[src/rtl/spi_burst_sequencer.sv]
// spi_burst_sequencer: byte-stream front end for the SPI master.
// TX bytes are buffered, then played one at a time into the master's
// work-enable/data inputs after a start pulse. Each byte completes once both
// send-finish and receive-finish have been seen. The received byte is then
// written into the RX FIFO.
//
// state | meaning
// IDLE  | waiting for start with a non-empty TX FIFO
// LOAD  | pop TX head into spi_data, one cycle
// XFER  | spi_work_en high, collecting send/receive finish pulses
// GAP   | spi_work_en low for GAP_CYCLES cycles between bytes
// DONE  | one-cycle done pulse, then back to IDLE

module spi_burst_sequencer #(
    parameter int FIFO_DEPTH = 16,
    parameter int FIFO_AW    = 4,
    parameter int GAP_CYCLES = 4,
    parameter int GAP_W      = 3
) (
    input  logic               clk,
    input  logic               rst,
    input  logic               tx_wr_en,
    input  logic [7:0]         tx_wr_data,
    output logic               tx_full,
    output logic [FIFO_AW:0]   tx_level,
    input  logic               start,
    output logic               busy,
    output logic               done,
    input  logic               rx_rd_en,
    output logic [7:0]         rx_rd_data,
    output logic               rx_empty,
    output logic [FIFO_AW:0]   rx_level,
    output logic               rx_overflow,
    output logic               spi_work_en,
    output logic [7:0]         spi_data,
    input  logic [7:0]         spi_rx_data,
    input  logic               spi_send_finish,
    input  logic               spi_receive_finish
);

    typedef enum logic [2:0] {IDLE, LOAD, XFER, GAP, DONE} state_t;

    localparam logic [FIFO_AW:0] DEPTH_L  = (FIFO_AW+1)'(FIFO_DEPTH);
    localparam logic [GAP_W-1:0] GAP_LAST = GAP_W'(GAP_CYCLES - 1);

    state_t               state;
    logic [FIFO_AW:0]     remaining;
    logic [GAP_W-1:0]     gap_cnt;
    logic                 send_seen;
    logic                 recv_seen;
    logic [7:0]           rx_capture;

    logic [7:0]           tx_mem [FIFO_DEPTH];
    logic [FIFO_AW-1:0]   tx_wr_ptr;
    logic [FIFO_AW-1:0]   tx_rd_ptr;
    logic [FIFO_AW:0]     tx_cnt;
    logic                 tx_push;
    logic                 tx_pop;

    logic [7:0]           rx_mem [FIFO_DEPTH];
    logic [FIFO_AW-1:0]   rx_wr_ptr;
    logic [FIFO_AW-1:0]   rx_rd_ptr;
    logic [FIFO_AW:0]     rx_cnt;
    logic                 rx_full;
    logic                 rx_push;
    logic                 rx_pop;

    logic                 send_now;
    logic                 recv_now;
    logic                 byte_done;
    logic [7:0]           rx_wr_byte;

    // Completion sees this cycle's pulses so a same-cycle pair finishes at once;
    // a byte arriving with the final pulse bypasses the capture register.
    always_comb begin
        send_now   = send_seen | spi_send_finish;
        recv_now   = recv_seen | spi_receive_finish;
        byte_done  = (state == XFER) && send_now && recv_now;
        rx_wr_byte = spi_receive_finish ? spi_rx_data : rx_capture;
    end

    // FIFO handshakes, status flags and first-word-fall-through read port
    always_comb begin
        tx_full    = (tx_cnt == DEPTH_L);
        tx_level   = tx_cnt;
        tx_push    = tx_wr_en && !tx_full;
        tx_pop     = (state == LOAD) && (tx_cnt != '0);
        rx_full    = (rx_cnt == DEPTH_L);
        rx_empty   = (rx_cnt == '0);
        rx_level   = rx_cnt;
        rx_push    = byte_done && !rx_full;
        rx_pop     = rx_rd_en && !rx_empty;
        rx_rd_data = rx_empty ? 8'h00 : rx_mem[rx_rd_ptr];
    end

    // TX storage write
    always_ff @(posedge clk) begin
        if (tx_push) tx_mem[tx_wr_ptr] <= tx_wr_data;
    end

    // TX pointers and occupancy; push and pop in one cycle cancel
    always_ff @(posedge clk) begin
        if (rst) begin
            tx_wr_ptr <= '0;
            tx_rd_ptr <= '0;
            tx_cnt    <= '0;
        end else begin
            if (tx_push) tx_wr_ptr <= tx_wr_ptr + 1'b1;
            if (tx_pop)  tx_rd_ptr <= tx_rd_ptr + 1'b1;
            case ({tx_push, tx_pop})
                2'b10:   tx_cnt <= tx_cnt + 1'b1;
                2'b01:   tx_cnt <= tx_cnt - 1'b1;
                default: tx_cnt <= tx_cnt;
            endcase
        end
    end

    // RX storage write
    always_ff @(posedge clk) begin
        if (rx_push) rx_mem[rx_wr_ptr] <= rx_wr_byte;
    end

    // RX pointers and occupancy; write and pop in one cycle cancel
    always_ff @(posedge clk) begin
        if (rst) begin
            rx_wr_ptr <= '0;
            rx_rd_ptr <= '0;
            rx_cnt    <= '0;
        end else begin
            if (rx_push) rx_wr_ptr <= rx_wr_ptr + 1'b1;
            if (rx_pop)  rx_rd_ptr <= rx_rd_ptr + 1'b1;
            case ({rx_push, rx_pop})
                2'b10:   rx_cnt <= rx_cnt + 1'b1;
                2'b01:   rx_cnt <= rx_cnt - 1'b1;
                default: rx_cnt <= rx_cnt;
            endcase
        end
    end

    // Burst sequencer with registered handshake outputs
    always_ff @(posedge clk) begin
        if (rst) begin
            state       <= IDLE;
            remaining   <= '0;
            gap_cnt     <= '0;
            send_seen   <= 1'b0;
            recv_seen   <= 1'b0;
            rx_capture  <= 8'h00;
            spi_work_en <= 1'b0;
            spi_data    <= 8'h00;
            busy        <= 1'b0;
            done        <= 1'b0;
            rx_overflow <= 1'b0;
        end else begin
            done <= 1'b0;
            if (byte_done && rx_full) rx_overflow <= 1'b1;
            case (state)
                IDLE: begin
                    // Byte count is frozen here so later pushes wait for the next burst
                    if (start && (tx_cnt != '0)) begin
                        remaining   <= tx_cnt;
                        rx_overflow <= 1'b0;
                        busy        <= 1'b1;
                        state       <= LOAD;
                    end
                end
                LOAD: begin
                    spi_data    <= tx_mem[tx_rd_ptr];
                    remaining   <= remaining - 1'b1;
                    spi_work_en <= 1'b1;
                    state       <= XFER;
                end
                XFER: begin
                    if (spi_receive_finish) rx_capture <= spi_rx_data;
                    if (byte_done) begin
                        send_seen   <= 1'b0;
                        recv_seen   <= 1'b0;
                        spi_work_en <= 1'b0;
                        gap_cnt     <= GAP_LAST;
                        state       <= GAP;
                    end else begin
                        send_seen <= send_now;
                        recv_seen <= recv_now;
                    end
                end
                GAP: begin
                    if (gap_cnt == '0) begin
                        if (remaining != '0) begin
                            state <= LOAD;
                        end else begin
                            done  <= 1'b1;
                            state <= DONE;
                        end
                    end else begin
                        gap_cnt <= gap_cnt - 1'b1;
                    end
                end
                DONE: begin
                    busy  <= 1'b0;
                    state <= IDLE;
                end
                default: state <= IDLE;
            endcase
        end
    end

endmodule

[config.mk]
export PLATFORM = sky130hd
export DESIGN_NAME = spi_burst_sequencer
export DESIGN_NICKNAME = d
export VERILOG_FILES = /design/src/rtl/spi_burst_sequencer.sv
export SDC_FILE = /design/constraint.sdc
export NUM_CORES = 1
export LEC_CHECK = 0
export CORE_ASPECT_RATIO = 0.8
export CORE_MARGIN = 2
export CORE_UTILIZATION = 43
export CTS_CLUSTER_SIZE = 10
export DETAILED_ROUTE_END_ITERATION = 10
export GPL_TIMING_DRIVEN = 0
export PLACE_DENSITY_LB_ADDON = 0.05
export SETUP_SLACK_MARGIN = 0.1
export SYNTH_ARGS = -nofsm -noshare
export SYNTH_HDL_FRONTEND = slang
export SYNTH_SLANG_ARGS = --single-unit
[constraint.sdc]
create_clock -name clk -period 9.65 [get_ports clk]
set_input_delay 2.895 -clock clk [delete_from_list [all_inputs] [get_ports clk]]
set_output_delay 2.895 -clock clk [all_outputs]
set_load 0.01 [all_outputs]
==> flow_summary.toml, run 1 <==
[synthesis]
yosysTopAreaCell = "edfxtp_1"
yosysWarnings = 0
synth_ff_type = "edfxtp_1"
syn_area_mm2 = 0.0129
synth_area_leaders = "edfxtp_1 60%, mux4_2 11%, dfxtp_1 9.8%"
synth-seq-cells = 319
synth.top_cell.area_share_pct = 59.6
syn_area_per_cell_um2 = 16.6
synth_cell_type_count = 50
synthTopCellsByCount = "256 x edfxtp_1, 69 x nor2_1, 64 x mux4_2, 63 x dfxtp_1"
syn-num-nets = 825
synth-edff-count = 256
ys_async_sr_fraction_pct = 0
yosysMostFrequentCell = "edfxtp_1"
yosysSeqAreaShare_pct = 69.4
netlist_instances = 779

[place]
place_area_mm2 = 0.0139
dp_slack_ns = 3.56
port-buffer-count = 53
place.gp.congestion = 0.813
hpwlAfterDp_mm = 19.1

[pwr]
leakage_nw = 4.79
internal_power_w = 0.00255
switching_share_pct = 25.6
power_frac_comb_pct = 16.8
ir_drop_mv = 0.143
p_clk_share_pct = 36.7
switching_power_w = 0.000876
p_seq_share_pct = 46.5
power_density_mw_per_mm2 = 228

[setup_path]
arrival_ns = 2.99
crit_path_start_kind = "flip-flop"
r2r_cells = 12
critPathKind = "reg2out"
cp.required_ns = 6.76
end_kind = "output port"
cp_max_fo = 10

[hold_path]
hold_path_class = "reg2reg"
min_path_cells = 2

[drt]
ant_nets = 0
drc = 0
drt_iter0_drc = 475
viasPerCell = 5.50
first_pass_iters = 5
wl_mm = 28.2
wl_per_cell_um = 22.2
vias = 7012

[clock_tree]
h-tree-depth = 2
clkLatencyLatePin_ns = 0.52
ctsLongestPathBuffers = 3
cts_resized = 0
numCtsBuffers = 38
cts.sinks = 319
clk_pin_slew_worst_paths_ns = 0.05
postCtsSetupBuffers = 0
cts_tree = "built"
postCtsHoldBufs = 0
cts_root_buf = "clkbuf_16"

[final_layout]
nets = 919
regArea_mm2 = 0.00895
antenna_cells = 0
final_area_mm2 = 0.0150
area_growth_pct = 16.4
multi_input_area_mm2 = 0.00371
final_util_pct = 51.0
fill_cells = 2441
drive_gt1_share_pct = 16.5

[global_route]
grt_overflow = 0
antenna_found_initial = 0
track_usage_pct = 18.5
grt_pass1_vias = 7320
grt_max_degree = 18
grt_pass1_wl_mm = 43.3

[die]
core_area_mm2 = 0.0294
die_w_um = 198
start_util_pct = 43.8
rows = 56
dieArea_mm2 = 0.0314
chipHeight_um = 159
io_pins = 55

[timing]
finalClockSkew_ns = 0.0148
holdWs_ns = 0.450
fin_crit_ns = 5.88
finalMaxSlewViolations = 0
setup_viol = 0
fin_setup_tns_ns = 0
worst_slew_pin_slew_ns = 1.31
rsz0062_at_grt = "no"
fin_crit_sh_pct = 61.0
hold_viol_final = 0
setup_ws_ns = 3.77
clock.fmax_mhz = 170
relSlewSlack_pct = 12.3

[status]
status = "complete, no violations"

[flow_run]
cap_violations = 0
==> logic make-up after synthesis <==
group / after synthesis / share of synthesized area (%)
adder cells (fa/ha/maj): 23 / 2.29
XOR/XNOR: 18 / 1.22
flip-flops: 319 / 69.4
AO/OA/AOI/OAI: 87 / 4.41
AND/OR/NAND/NOR: 160 / 5.86
buffers and inverters: 62 / 1.99
multiplexers: 110 / 14.8
==> area by class of cell <==
class / instances / share of cell area (%)
buffer: 43 / 1.23
sequential: 319 / 59.6
inverter: 19 / 0.475
tap: 377 / 3.14
clock buffer: 60 / 6.95
timing repair buffer: 54 / 3.58
clock inverter: 4 / 0.283
multi-input combinational: 398 / 24.7
==> worst max-delay path, cell delays in order (launching register included) <==
cell and delay, ns:
dfxtp_1 0.31, clkbuf_1 0.30, buf_2 0.41, mux4_2 0.60, mux2i_1 0.24, o22ai_1 0.12, clkdlybuf4s50_1 0.50
==> state kept, by name, indices dropped and copies added, names as in the netlist, named ones only <==
name	cells
rx_mem	128
tx_mem	128
rx_capture	8
spi_data	8
remaining	5
rx_level	5
tx_level	5
rx_rd_ptr	4
rx_wr_ptr	4
tx_rd_ptr	4
tx_wr_ptr	4
gap_cnt	3
state	3
busy	1
done	1
recv_seen	1
rx_overflow	1
send_seen	1
spi_work_en	1
==> stage by stage <==
step | instances | power, W
2_1_floorplan | 779 | 0.00199
3_3_place_gp | 1209 | 0.00218
3_5_place_dp | 1209 | 0.00220
4_1_cts | 1273 | 0.00347
5_1_grt | 1274 | 0.00358
6_report | 1274 | 0.00343
==> per-layer routing <==
layer | vias to the layer above | global-route usage (%) | wire, um
met5 | - | 0 | 0
met4 | 0 | 4.96 | 535
li1 | 3216 | - | -
met2 | 184 | 27.5 | 12600
met1 | 3571 | 27.8 | 13500
met3 | 41 | 3.74 | 1590
==> final timing paths <==
kind	from	to	slack [ns]
worst max-delay path	flip-flop	rx_rd_data[2]	3.77
worst min-delay path	rx_capture[1]	rx_capture[1]	0.45
worst max register to register	state[0]	tx_level[4]	6.13
worst min register to register	rx_capture[1]	rx_capture[1]	0.45
==> power by group through the flow <==
stage                     clock network, W  logic, W  registers, W
after floorplan                          0  0.000368       0.00162
after global placement                   0  0.000565       0.00162
after detailed placement                 0  0.000580       0.00162
after CTS                          0.00129  0.000582       0.00159
after global routing               0.00135  0.000629       0.00160
final                              0.00126  0.000576       0.00159
==> layout by cell type (no fill, tap or decap), types with 22 or more instances in the layout <==
master	count
nand2_1	37
clkdlybuf4s50_1	53
a21oi_1	28
clkbuf_16	38
edfxtp_1	256
mux2i_1	37
clkbuf_1	49
dfxtp_1	63
mux4_2	64
nor2_1	69
ha_1	22
Note: power is estimated with default switching activity, not from simulation.
==> inputs of run 2 (changes only) <==
Clock period 9.65 ns to 5.35 ns, I/O delays scaled along.
==> results of run 2 <==
Same layout as run 1 (identical final DEF). Status: complete, no violations.
Among the figures that moved: setup slack after placement 3.56 ns -> 0.555 ns; setup slack after layout 3.77 ns -> 0.757 ns; register-to-register setup slack 6.13 ns -> 1.83 ns; total power 0.00343 W -> 0.00618 W; worst IR drop on VDD 0.143 mV -> 0.257 mV
==> inputs of run 3 (changes only) <==
Settings changed: CAP_MARGIN set to 20, PLACE_DENSITY_LB_ADDON 0.05 to unset.
==> run 3 against run 2 <==
Compared with the run above:
- register-to-register slack worse by 0.06 ns
- utilization grew 0.064 points
- largest power group unchanged
- hold slack better by 0.0061 ns
- sequential power barely moved
- critical path type unchanged
- critical path depth unchanged
- largest cell class unchanged
- fmax is 2.4% lower
==> flow_summary.toml, run 3 (synthesis gave the netlist of run 1 again) <==
[setup_path]
r2r_cells = 12
arrival_ns = 3.10
cp_max_fo = 10
crit_path_start_kind = "flip-flop"
end_kind = "output port"
critPathKind = "reg2out"
r2r_slack_ns = 1.77
cp.required_ns = 3.74
regToRegEndpoint = "tx_level[4]"
reg2reg_from = "state[0]"

[global_route]
antenna_found_initial = 0
grt_use_met3_pct = 2.78
grt-busiest-layer = "met1"
grt_pass1_wl_mm = 42.0
grt_pass1_vias = 6807
use_met1_pct = 29.4
grt_overflow = 0
grt_max_degree = 18
track_usage_pct = 17.8
use_met2_pct = 24.7

[timing]
fin_crit_sh_pct = 88.0
clock.fmax_mhz = 212
worst_slew_pin_slew_ns = 1.02
finalClockSkew_ns = 0.0167
finalMaxSlewViolations = 0
rsz0062_at_grt = "no"
relSlewSlack_pct = 32.0
fin_setup_tns_ns = 0
setup_viol = 0
hold_viol_final = 0
fin_crit_ns = 4.71

[clock_tree]
cts.sinks = 319
postCtsSetupBuffers = 0
numCtsBuffers = 38
ctsLongestPathBuffers = 3
cts_resized = 0
cts_root_buf = "clkbuf_16"
clk_pin_slew_worst_paths_ns = 0.05
clkLatencyLatePin_ns = 0.52
cts_tree = "built"
h-tree-depth = 2
postCtsHoldBufs = 0

[die]
die_w_um = 198
core_area_mm2 = 0.0294
rows = 56
chipHeight_um = 159
start_util_pct = 43.8
dieArea_mm2 = 0.0314
io_pins = 55

[drt]
vias = 6986
ant_nets = 0
drc = 0
wl_per_cell_um = 21.6
first_pass_iters = 5
viasPerCell = 5.47
wl_mm = 27.6
drt_iter0_drc = 534

[pwr]
leakage_nw = 4.80
power_density_mw_per_mm2 = 412
ir_drop_mv = 0.193

[final_layout]
fill_cells = 2446
area_growth_pct = 16.6
final_cell_mix = "256 x edfxtp_1, 69 x nor2_1, 64 x mux4_2, 63 x dfxtp_1, 53 x clkdlybuf4s50_1"
final_common_cell = "edfxtp_1"
nets = 924
final_area_mm2 = 0.0150
largestRegisters = "rx_mem (128), tx_mem (128)"
drive_gt1_share_pct = 16.6

[status]
status = "complete, no violations"

[hold_path]
hold_path_class = "reg2reg"
min_path_cells = 2
min_to = "rx_capture[3]"
hp-start = "rx_capture[3]"

[place]
hpwlAfterDp_mm = 18.1
port-buffer-count = 53
place.gp.congestion = 0.784
place_area_mm2 = 0.0139

[flow_run]
cap_violations = 0
-- run 3: worst max-delay path by stage --
stage	to	startpoint	slack, ns	cells after the start
after global routing	rx_rd_data[1]	flip-flop	0.49	6
after detailed placement	tx_level[4]	tx_wr_en	0.65	10
after floorplan	tx_level[4]	tx_wr_en	1.46	9
after global placement	tx_level[4]	tx_wr_en	0.61	10
final	rx_rd_data[1]	flip-flop	0.64	6
after CTS	rx_rd_data[1]	flip-flop	0.63	6
-- run 3: layout make-up --
type	count	area (um^2)	share of cell area [%]
Buffer	43	185	1.23
Tap cell	377	472	3.14
Sequential cell	319	8950	59.5
Timing Repair Buffer	59	568	3.78
Clock inverter	4	40.0	0.266
Multi-Input combinational cell	398	3700	24.6
Clock buffer	58	1050	6.97
Antenna cell	1	2.50	0.0166
Inverter	19	71.3	0.474
-- run 3: per-stage QoR --
| step | hold slack, ns | power, W | cells | setup slack [ns] | utilization, % |
|---|---|---|---|---|---|
| after floorplan | 0.434 | 0.00358 | 779 | 1.46 | - |
| after global placement | 0.439 | 0.00395 | 1209 | 0.613 | 47.2 |
| after detailed placement | 0.447 | 0.00396 | 1215 | 0.647 | 47.4 |
| after CTS | 0.455 | 0.00626 | 1277 | 0.630 | 51.1 |
| after global routing | 0.473 | 0.00646 | 1277 | 0.485 | 51.1 |
| final | 0.456 | 0.00619 | 1278 | 0.643 | 51.1 |
-- run 3: layer usage --
metal	vias up	wire length (um)	share of wire, %
met1	3544	13900	50
met3	35	1490	5.4
met4	0	438	1.6
li1	3225	-	-
met5	-	0	0
met2	182	11800	43
-- run 3: report_power, final --
part | leakage (nW) | internal [W] | total (W) | switching (W)
Clock | 0.519 | 0.00135 | 0.00229 | 0.000947
Combinational | 1.45 | 0.000471 | 0.00103 | 0.000561
Sequential | 2.83 | 0.00279 | 0.00287 | 0.0000757
-- run 3: worst max-delay path: stages (launching register included) --
cell,delay (ns)
dfxtp_1,0.31
clkbuf_1,0.30
buf_2,0.41
mux4_2,0.57
mux2i_1,0.35
o22ai_1,0.16
clkdlybuf4s50_1,0.50
